File: config.mk
export PLATFORM = sky130hd
export DESIGN_NAME = dpad_btn_conditioner
export DESIGN_NICKNAME = d
export VERILOG_FILES = /design/src/rtl/dpad_btn_conditioner.sv
export SDC_FILE = /design/constraint.sdc
export NUM_CORES = 1
export LEC_CHECK = 0
export ABC_AREA = 1
export CORE_MARGIN = 3
export CORE_UTILIZATION = 40
export CTS_CLUSTER_SIZE = 10
export DETAILED_ROUTE_END_ITERATION = 8
export SLEW_MARGIN = 25
export SYNTH_ARGS = -nofsm -noshare
export SYNTH_HDL_FRONTEND = slang
export SYNTH_SLANG_ARGS = --single-unit
File: constraint.sdc
create_clock -name clk -period 2.3 [get_ports clk]
set_input_delay 0.23 -clock clk [delete_from_list [all_inputs] [get_ports clk]]
set_output_delay 0.23 -clock clk [all_outputs]
set_load 0.005 [all_outputs]
File: src/rtl/dpad_btn_conditioner.sv
// Input conditioner for the d-pad LED-matrix editor buttons.
// Each raw active-low pin is synchronised and debounced on its own. The block
// then produces a clean active-high level and a one-cycle press pulse. Buttons
// selected in REPEAT_MASK also auto-repeat their pulse while held.
// Ports:
//   clk             system clock
//   rst             asynchronous reset, active-low
//   btn_n_i         raw button pins, active-low, asynchronous; bit order {B,A,right,down,up,left}
//   level_o         debounced button state, 1 = pressed
//   press_pulse_o   one-clk pulse on accepted press and on each auto-repeat
//   any_pressed_o   OR of level_o
module dpad_btn_conditioner #(
  parameter int unsigned      N_BTN        = 6,
  parameter int unsigned      DB_CYCLES    = 250000,
  parameter int unsigned      REPEAT_DELAY = 5000000,
  parameter int unsigned      REPEAT_RATE  = 1250000,
  parameter logic [N_BTN-1:0] REPEAT_MASK  = N_BTN'(6'b001111)
) (
  input  logic             clk,
  input  logic             rst,
  input  logic [N_BTN-1:0] btn_n_i,
  output logic [N_BTN-1:0] level_o,
  output logic [N_BTN-1:0] press_pulse_o,
  output logic             any_pressed_o
);

  localparam int unsigned DB_W = $clog2(DB_CYCLES);
  localparam int unsigned RMAX = (REPEAT_DELAY > REPEAT_RATE) ? REPEAT_DELAY : REPEAT_RATE;
  localparam int unsigned RC_W = $clog2(RMAX + 1);

  localparam logic [DB_W-1:0] DB_LAST  = DB_W'(DB_CYCLES - 1);
  localparam logic [RC_W-1:0] RD_LOAD  = RC_W'(REPEAT_DELAY - 1);
  localparam logic [RC_W-1:0] RR_LOAD  = RC_W'(REPEAT_RATE - 1);

  typedef enum logic [1:0] {IDLE, DELAY, REPEAT, HELD} rpt_state_e;

  logic [N_BTN-1:0] sync1_q, sync2_q;
  logic [N_BTN-1:0] s_c;
  logic [N_BTN-1:0] stable_q, stable_d;
  logic [DB_W-1:0]  dbcnt_q [N_BTN];
  logic [DB_W-1:0]  dbcnt_d [N_BTN];
  logic [N_BTN-1:0] level_q;
  logic             any_q;
  logic [N_BTN-1:0] pulse_q, pulse_d;
  rpt_state_e       state_q [N_BTN];
  rpt_state_e       state_d [N_BTN];
  logic [RC_W-1:0]  rcnt_q [N_BTN];
  logic [RC_W-1:0]  rcnt_d [N_BTN];

  // Two-flop synchroniser; reset value 1 means released.
  always_ff @(posedge clk or negedge rst) begin
    if (!rst) begin
      sync1_q <= '1;
      sync2_q <= '1;
    end else begin
      sync1_q <= btn_n_i;
      sync2_q <= sync1_q;
    end
  end

  assign s_c = ~sync2_q;

  // Debounce: a change must persist DB_CYCLES cycles; any bounce restarts the count.
  always_comb begin
    stable_d = stable_q;
    for (int i = 0; i < N_BTN; i++) begin
      dbcnt_d[i] = '0;
      if (s_c[i] != stable_q[i]) begin
        if (dbcnt_q[i] == DB_LAST) begin
          stable_d[i] = s_c[i];
        end else begin
          dbcnt_d[i] = dbcnt_q[i] + DB_W'(1);
        end
      end
    end
  end

  // Repeat FSM next state. level_q holds the previous stable value, so
  // stable_q vs level_q flags the edge in the cycle before level_o moves.
  always_comb begin
    pulse_d = '0;
    for (int i = 0; i < N_BTN; i++) begin
      state_d[i] = state_q[i];
      rcnt_d[i]  = rcnt_q[i];
      if (!stable_q[i] && level_q[i]) begin
        // Release wins over any repeat due this cycle.
        state_d[i] = IDLE;
        rcnt_d[i]  = '0;
      end else begin
        case (state_q[i])
          IDLE: begin
            if (stable_q[i] && !level_q[i]) begin
              pulse_d[i] = 1'b1;
              if (REPEAT_MASK[i]) begin
                state_d[i] = DELAY;
                rcnt_d[i]  = RD_LOAD;
              end else begin
                state_d[i] = HELD;
              end
            end
          end
          DELAY, REPEAT: begin
            if (rcnt_q[i] == '0) begin
              pulse_d[i] = 1'b1;
              state_d[i] = REPEAT;
              rcnt_d[i]  = RR_LOAD;
            end else begin
              rcnt_d[i]  = rcnt_q[i] - RC_W'(1);
            end
          end
          HELD:    state_d[i] = HELD;
          default: state_d[i] = IDLE;
        endcase
      end
    end
  end

  // Debounce, FSM and output registers.
  always_ff @(posedge clk or negedge rst) begin
    if (!rst) begin
      stable_q <= '0;
      level_q  <= '0;
      any_q    <= 1'b0;
      pulse_q  <= '0;
      for (int i = 0; i < N_BTN; i++) begin
        dbcnt_q[i] <= '0;
        state_q[i] <= IDLE;
        rcnt_q[i]  <= '0;
      end
    end else begin
      stable_q <= stable_d;
      level_q  <= stable_q;
      any_q    <= |stable_q;
      pulse_q  <= pulse_d;
      for (int i = 0; i < N_BTN; i++) begin
        dbcnt_q[i] <= dbcnt_d[i];
        state_q[i] <= state_d[i];
        rcnt_q[i]  <= rcnt_d[i];
      end
    end
  end

  assign level_o       = level_q;
  assign press_pulse_o = pulse_q;
  assign any_pressed_o = any_q;

endmodule
==> results of run 1 <==
-- cell usage after synthesis (3+ instances only) --
cell / number
sky130_fd_sc_hd__a21oi_1: 58
sky130_fd_sc_hd__a22oi_1: 5
sky130_fd_sc_hd__a31oi_1: 5
sky130_fd_sc_hd__and3_1: 4
sky130_fd_sc_hd__buf_2: 4
sky130_fd_sc_hd__buf_6: 7
sky130_fd_sc_hd__clkbuf_1: 4
sky130_fd_sc_hd__dfrtp_1: 277
sky130_fd_sc_hd__dfstp_2: 12
sky130_fd_sc_hd__ha_1: 45
sky130_fd_sc_hd__inv_1: 297
sky130_fd_sc_hd__inv_2: 17
sky130_fd_sc_hd__nand2_1: 500
sky130_fd_sc_hd__nand2_2: 20
sky130_fd_sc_hd__nand3_1: 149
sky130_fd_sc_hd__nand3_2: 12
sky130_fd_sc_hd__nand3_4: 3
sky130_fd_sc_hd__nand3b_1: 4
sky130_fd_sc_hd__nand4_1: 48
sky130_fd_sc_hd__nor2_1: 400
sky130_fd_sc_hd__nor2_2: 34
sky130_fd_sc_hd__nor2_4: 17
sky130_fd_sc_hd__nor3_1: 62
sky130_fd_sc_hd__nor3_2: 9
sky130_fd_sc_hd__nor3_4: 4
sky130_fd_sc_hd__nor3b_1: 6
sky130_fd_sc_hd__nor4_1: 8
sky130_fd_sc_hd__o21ai_0: 125
sky130_fd_sc_hd__o21ai_1: 18
sky130_fd_sc_hd__o21ai_2: 5
sky130_fd_sc_hd__o21bai_1: 7
sky130_fd_sc_hd__o22ai_1: 16
sky130_fd_sc_hd__or2_2: 5
sky130_fd_sc_hd__xnor2_1: 20
sky130_fd_sc_hd__xor2_1: 78
-- cell usage in the layout (no fill, tap or decap), types with 19 or more instances in the layout --
cell / count
sky130_fd_sc_hd__nand2_2: 19
sky130_fd_sc_hd__clkbuf_16: 38
sky130_fd_sc_hd__nand4_1: 48
sky130_fd_sc_hd__nor3_1: 62
sky130_fd_sc_hd__clkdlybuf4s50_1: 19
sky130_fd_sc_hd__xnor2_1: 20
sky130_fd_sc_hd__buf_4: 24
sky130_fd_sc_hd__nand3_1: 149
sky130_fd_sc_hd__ha_1: 45
sky130_fd_sc_hd__nand2_1: 500
sky130_fd_sc_hd__a21oi_1: 58
sky130_fd_sc_hd__inv_1: 297
sky130_fd_sc_hd__xor2_1: 78
sky130_fd_sc_hd__o21ai_0: 125
sky130_fd_sc_hd__dfrtp_1: 277
sky130_fd_sc_hd__nor2_2: 34
sky130_fd_sc_hd__nor2_1: 400
-- power by group --
part           switching (W)  total [W]  internal, W
Sequential         0.0000326    0.00517      0.00513
Combinational       0.000168   0.000230    0.0000616
Clock                0.00222    0.00554      0.00332
Total                0.00242     0.0109      0.00851
-- metrics by stage --
step / power (W) / worst slack (ns) / hold slack, ns / std cells / utilization [%]
after floorplan: 0.00532 / 0.587 / -0.0656 / 2302 / -
after global placement: 0.00549 / 0.351 / 0.238 / 2872 / 43.0
after detailed placement: 0.00550 / 0.248 / 0.239 / 2872 / 43.0
after CTS: 0.0111 / 0.235 / 0.0585 / 2939 / 45.8
after global routing: 0.0114 / 0.0795 / 0.0696 / 2939 / 45.8
final: 0.0109 / 0.242 / 0.0927 / 2939 / 45.8
-- worst max-delay path, cell delays in order, from the launching register on --
cell	delay, ns
sky130_fd_sc_hd__dfrtp_1	0.37
sky130_fd_sc_hd__inv_1	0.07
sky130_fd_sc_hd__ha_1	0.39
sky130_fd_sc_hd__o21ai_1	0.34
sky130_fd_sc_hd__nand2_4	0.22
sky130_fd_sc_hd__inv_2	0.21
sky130_fd_sc_hd__nor2_1	0.11
sky130_fd_sc_hd__o21ai_0	0.09
sky130_fd_sc_hd__o21ai_0	0.12
-- sequential cells by signal (all words and copies together), names as in the netlist --
| name | count |
|---|---|
| rcnt_q | 138 |
| dbcnt_q | 108 |
| state_q | 12 |
| level_o | 6 |
| press_pulse_o | 6 |
| stable_q | 6 |
| sync1_q | 6 |
| sync2_q | 6 |
| any_pressed_o | 1 |
-- per-layer routing --
layer  up-vias  wire, µm
met3        47      1640
met5         -         0
li1       7500         -
met2       257     17700
met1      6857     18800
met4         0       758
-- cell type report --
cell class	instances	area, µm²
Fill cell	4217	22900
Multi-Input combinational cell	1681	8630
Timing Repair Buffer	47	435
Clock inverter	6	83.8
Tap cell	539	674
Inverter	317	1190
Sequential cell	289	7250
Clock buffer	60	1070
-- timing repair --
item / 4_1_cts / 5_1_grt
hold endpoints to repair: 58 / 0
resized for setup: 0 / 1
endpoints found under the setup margin: 0 / 1
hold buffers: 1 / 0
buffers inserted: 0 / 0
-- worst min path at each step --
stage / start / end / depth (start not counted)
finish: btn_n_i[2] / sync1_q[2]$_DFF_PN1_ / 1
global route: btn_n_i[3] / sync1_q[3]$_DFF_PN1_ / 1
CTS: btn_n_i[2] / sync1_q[2]$_DFF_PN1_ / 1
detailed placement: rst / rcnt_q[96]$_DFFE_PN0P_ / 1
global placement: rst / rcnt_q[96]$_DFFE_PN0P_ / 1
floorplan: rst / any_pressed_o$_DFF_PN0_ / 0
-- cells by family after synthesis --
kind of cell,synth area share [%]
adder cells (fa/ha/maj),3.28
flip-flops,42.2
XOR/XNOR,5.00
AND/OR/NAND/NOR,33.9
AO/OA/AOI/OAI,8.04
buffers and inverters,7.60
==> metrics.yaml, run 1 <==
final.period_utilization_pct: 89.5
floorplan.rows: 75
drv.max_cap_violation_count: 0
rsz0062_at_grt: "false"
routed_wirelength_um: 38900
core-area_um2: 42200
cp_max_fo: 16
dpl.hpwl_um: 28200
cts.sinks: 289
fin_nets: 2426
grtUsageMet1_pct: 24.5
synth_area_leader_cell: "sky130_fd_sc_hd__dfrtp_1"
pin_count: 21
clk_lat_worst_skew_ns: 0.55
yosysTopAreaCellShare_pct: 40.4
syn-mean-instance-area_um2: 7.46
cp_data_required_time_ns: 2.71
place_congestion: 0.883
rr_endpoint: "rcnt_q[115]$_DFFE_PN0P_"
clk_path_buf_depth: 3
antenna_left: 0
r2r-start: "state_q[10]$_DFFE_PN0P_"
globalRoute.totalOverflow: 0
synth_top_cells_by_area: "sky130_fd_sc_hd__dfrtp_1 40%, sky130_fd_sc_hd__nand2_1 11%, sky130_fd_sc_hd__nor2_1 8.7%, sky130_fd_sc_hd__inv_1 6.5%, sky130_fd_sc_hd__nand3_1 4.3%"
groute.layer.met2.usage_pct: 28.7
final_period_minus_worst_setup_slack_ns: 2.06
initial_util_pct: 40.7
worst_ir_drop_vdd_v: 0.000415
timing.critical_path.to_type: "flip-flop"
syn_nets: 2355
power-per-cell-area_nw_per_um2: 566
drtIter0Drc: 836
grt-busiest-layer: "met2"
globalRouteMet3Util_pct: 2.85
dieWidth_um: 213
grt_use_total_pct: 17.7
grt_pass1_wl_um: 68000
max_slew_headroom_pct: 39.5
rrSetupSlack_ns: 0.24
grt_pass1_vias: 14400
root_buffer: "sky130_fd_sc_hd__clkbuf_16"
synth_area_um2: 17200
h_tree_level_count: 2
fin_tns_setup_ns: 0
finalHoldViolCount: 0
drcViolationCount: 0
drt-pass1-iter-count: 5
critical_path_capture_point: "rcnt_q[115]$_DFFE_PN0P_"
pin_count_of_the_biggest_net_entering_global_routing: 69
finalSetupViolations: 0
hp-class: "in2reg"
wire_per_inst_um: 13.2
fmax_ghz: 0.486
synth_cell_types: 48
via_count: 14700
maxSlewViolCount: 0
clk_pin_slew_worst_paths_ns: 0.05
signal_arrival_time_at_the_worst_endpoint_ns: 2.47
numPortBuffers: 20
area_growth_syn_to_layout_pct: 12.6
share_of_cells_above_drive_strength_1_pct: 9.25
chipHeight_um: 213
cts_tree: "built"
dpl_cell_area_um2: 18200
synth_enable_flop_cells: 0
critical_path.startpoint_type: "flip-flop"
synth-main-ff-cell: "sky130_fd_sc_hd__dfrtp_1"
ys_seq_elements: 289
async_flop_share_pct: 100
worst_setup_path_startpoint: "state_q[10]$_DFFE_PN0P_"
fp.dieArea_um2: 45500
grt_antenna_before_repair: 0
critical_path_class: "reg2reg"
routed_via_density: 4.99
status: "finished clean"
tritoncts_buffers: 37
antenna_cells_inserted: 0
worst-r2r-cell-count: 8
netlist_instances: 2302
synth.yosys.warnings: 0
tightest_slew_ns: 0.900
clock-skew-final_ns: 0.0158
final_cell_area_um2: 19300
ys_seq_area_share_pct: 42.2
power.static_leakage_nw: 9.73
(Power assumes the default switching activity.)
==> run 2: changes to the inputs <==
--- a/config.mk
+++ b/config.mk
@@ -8,7 +8,7 @@
 export ABC_AREA = 1
 export CORE_MARGIN = 3
 export CORE_UTILIZATION = 40
-export CTS_CLUSTER_SIZE = 10
+export CTS_CLUSTER_SIZE = 12
 export DETAILED_ROUTE_END_ITERATION = 8
 export SLEW_MARGIN = 25
 export SYNTH_ARGS = -nofsm -noshare
==> metrics.yaml, run 2 (synthesis results as in run 1) <==
status: "finished clean"
dieWidth_um: 213  # unchanged
drv.max_cap_violation_count: 0  # unchanged
final_period_minus_worst_setup_slack_ns: 2.06  # +0.00471 ns
dpl.hpwl_um: 28200  # unchanged
chipHeight_um: 213  # unchanged
drt-pass1-iter-count: 5  # unchanged
cts_tree: "built"
drcViolationCount: 0  # unchanged
critical_path_class: "reg2reg"
core-area_um2: 42200  # unchanged
finalSetupViolations: 0  # unchanged
slowest_delay_ns: 0.39  # about the same
critical_path.startpoint_type: "flip-flop"
finalHoldViolCount: 0  # unchanged
fin_nets: 2426  # unchanged
grt_antenna_before_repair: 0  # unchanged
initial_util_pct: 40.7  # unchanged
clk_lat_worst_skew_ns: 0.55  # about the same
final_cell_mix: "500 x sky130_fd_sc_hd__nand2_1, 400 x sky130_fd_sc_hd__nor2_1, 297 x sky130_fd_sc_hd__inv_1, 277 x sky130_fd_sc_hd__dfrtp_1, 149 x sky130_fd_sc_hd__nand3_1"
antenna_cells_inserted: 0  # unchanged
routed_via_density: 5.00  # +0.16%
fmax_ghz: 0.485  # -0.23%
power.static_leakage_nw: 9.82  # +0.90%
layout.cells.non_filler: 2939  # unchanged
area_growth_syn_to_layout_pct: 13.4
power-per-cell-area_nw_per_um2: 590  # +4.2%
cp_slowest_cell: "sky130_fd_sc_hd__ha_1"
drtIter0Drc: 891  # +6.6%
fp.dieArea_um2: 45500  # unchanged
final.period_utilization_pct: 89.7  # +0.20 points
clk_path_buf_depth: 3  # unchanged
floorplan.rows: 75  # unchanged
dp_cells: 2872  # unchanged
root_buffer: "sky130_fd_sc_hd__clkbuf_16"
hp-class: "in2reg"
rsz0062_at_grt: "false"
critical-path-top-cell-by-count: "sky130_fd_sc_hd__o21ai_0"
timing.critical_path.cells: "inv_1, ha_1, o21ai_1, nand2_2, inv_2, nor2_1, o21ai_0, o21ai_0"
largest_reg_flops: 138  # unchanged
signal_arrival_time_at_the_worst_endpoint_ns: 2.47  # about the same
routed_wirelength_um: 38700  # -0.54%
worst_ir_drop_vdd_v: 0.000498  # +20%
grt_pass1_vias: 14400  # -0.53%
pin_count_of_the_biggest_net_entering_global_routing: 69  # unchanged
cts.sinks: 289  # unchanged
wire_per_inst_um: 13.2  # -0.54%
numPortBuffers: 20  # unchanged
maxSlewViolCount: 0  # unchanged
max_slew_headroom_pct: 47.9  # +8.4 points
cts_repair_resize_count: 0  # unchanged
cp_max_fo: 16  # unchanged
h_tree_level_count: 2  # unchanged
clock-skew-final_ns: 0.0215  # +0.00573 ns
globalRoute.totalOverflow: 0  # unchanged
post_cts.repair.setup_buffers: 0  # unchanged
grt_pass1_wl_um: 68000  # about the same
share_of_cells_above_drive_strength_1_pct: 9.88  # +0.63 points
pin_count: 21  # unchanged
tightest_slew_ns: 0.774  # -0.125 ns
tritoncts_buffers: 37  # unchanged
via_count: 14700  # +0.16%
timing.critical_path.to_type: "flip-flop"
biggestRegsByFlops: "rcnt_q x138, dbcnt_q x108, state_q x12"
ctsHoldBuffers: 1  # unchanged
top_register: "rcnt_q"
place_congestion: 0.883  # unchanged
fin_tns_setup_ns: 0  # unchanged
clk_pin_slew_worst_paths_ns: 0.06  # about the same
cp_data_required_time_ns: 2.71  # about the same
antenna_left: 0  # unchanged
grt_use_total_pct: 17.7  # about the same
mostFrequentLayoutCell: "sky130_fd_sc_hd__nand2_1"
[run 2: final timing paths]
path,startpoint,end,slack (ns),cells after the start
worst max-delay path,state_q[10]$_DFFE_PN0P_,rcnt_q[115]$_DFFE_PN0P_,0.24,8
worst min-delay path,btn_n_i[2],sync1_q[2]$_DFF_PN1_,0.09,1
worst max register to register,state_q[10]$_DFFE_PN0P_,rcnt_q[115]$_DFFE_PN0P_,0.24,8
worst min register to register,sync1_q[2]$_DFF_PN1_,sync2_q[2]$_DFF_PN1_,0.36,0
max in group asynchronous,rst,sync2_q[0]$_DFF_PN1_,1.26,3
min in group asynchronous,rst,rcnt_q[96]$_DFFE_PN0P_,0.24,2
[run 2: metrics by stage]
stage / hold slack, ns / instance area, µm² / total power (W) / util, % / worst slack (ns)
6_report: 0.0873 / 19500 / 0.0115 / 46.1 / 0.237
5_1_grt: 0.0681 / 19500 / 0.0120 / 46.1 / 0.00744
4_1_cts: 0.0486 / 19500 / 0.0117 / 46.1 / 0.237
3_5_place_dp: 0.239 / 18200 / 0.00550 / 43.0 / 0.248
3_3_place_gp: 0.238 / 18200 / 0.00549 / 43.0 / 0.351
2_1_floorplan: -0.0656 / 17200 / 0.00532 / - / 0.587
[run 2: critical path, delay by kind of cell, from the launching register on]
family	cells	cell delay [ns]
flip-flops	1	0.37
buffers and inverters	2	0.30
AND/OR/NAND/NOR	2	0.39
AO/OA/AOI/OAI	3	0.48
adder cells (fa/ha/maj)	1	0.39
[run 2: cell type report]
class / instances / area, µm²
clock buffers: 51 / 1100
clock inverters: 15 / 210
fillers: 4197 / 22700
inverters: 317 / 1190
multi-input cells: 1681 / 8620
repair buffers: 47 / 435
well taps: 539 / 674
flip-flops and latches: 289 / 7250
[run 2: routing by layer]
layer  part of all wire (%)  GRT usage (%)  vias to the layer above  wire length [µm]
met4                    2.0           5.20                        0               787
met5                      0              0                        -                 0
li1                       -              -                     7513                 -
met3                    3.6           2.70                       49              1410
met2                     46           28.9                      239             17700
met1                     49           24.5                     6883             18800
[run 2: where the power goes]
group	switching (W)	total, W	internal (W)
combinational	0.000168	0.000229	0.0000616
clock	0.00228	0.00609	0.00381
sequential	0.0000327	0.00516	0.00513
==> run 3: changes to the inputs <==
--- a/config.mk
+++ b/config.mk
@@ -14,3 +14,4 @@
 export SYNTH_ARGS = -nofsm -noshare
 export SYNTH_HDL_FRONTEND = slang
 export SYNTH_SLANG_ARGS = --single-unit
+export TNS_END_PERCENT = 5
==> results of run 3 <==
The final DEF is identical to that of run 2; final timing and power are the same.
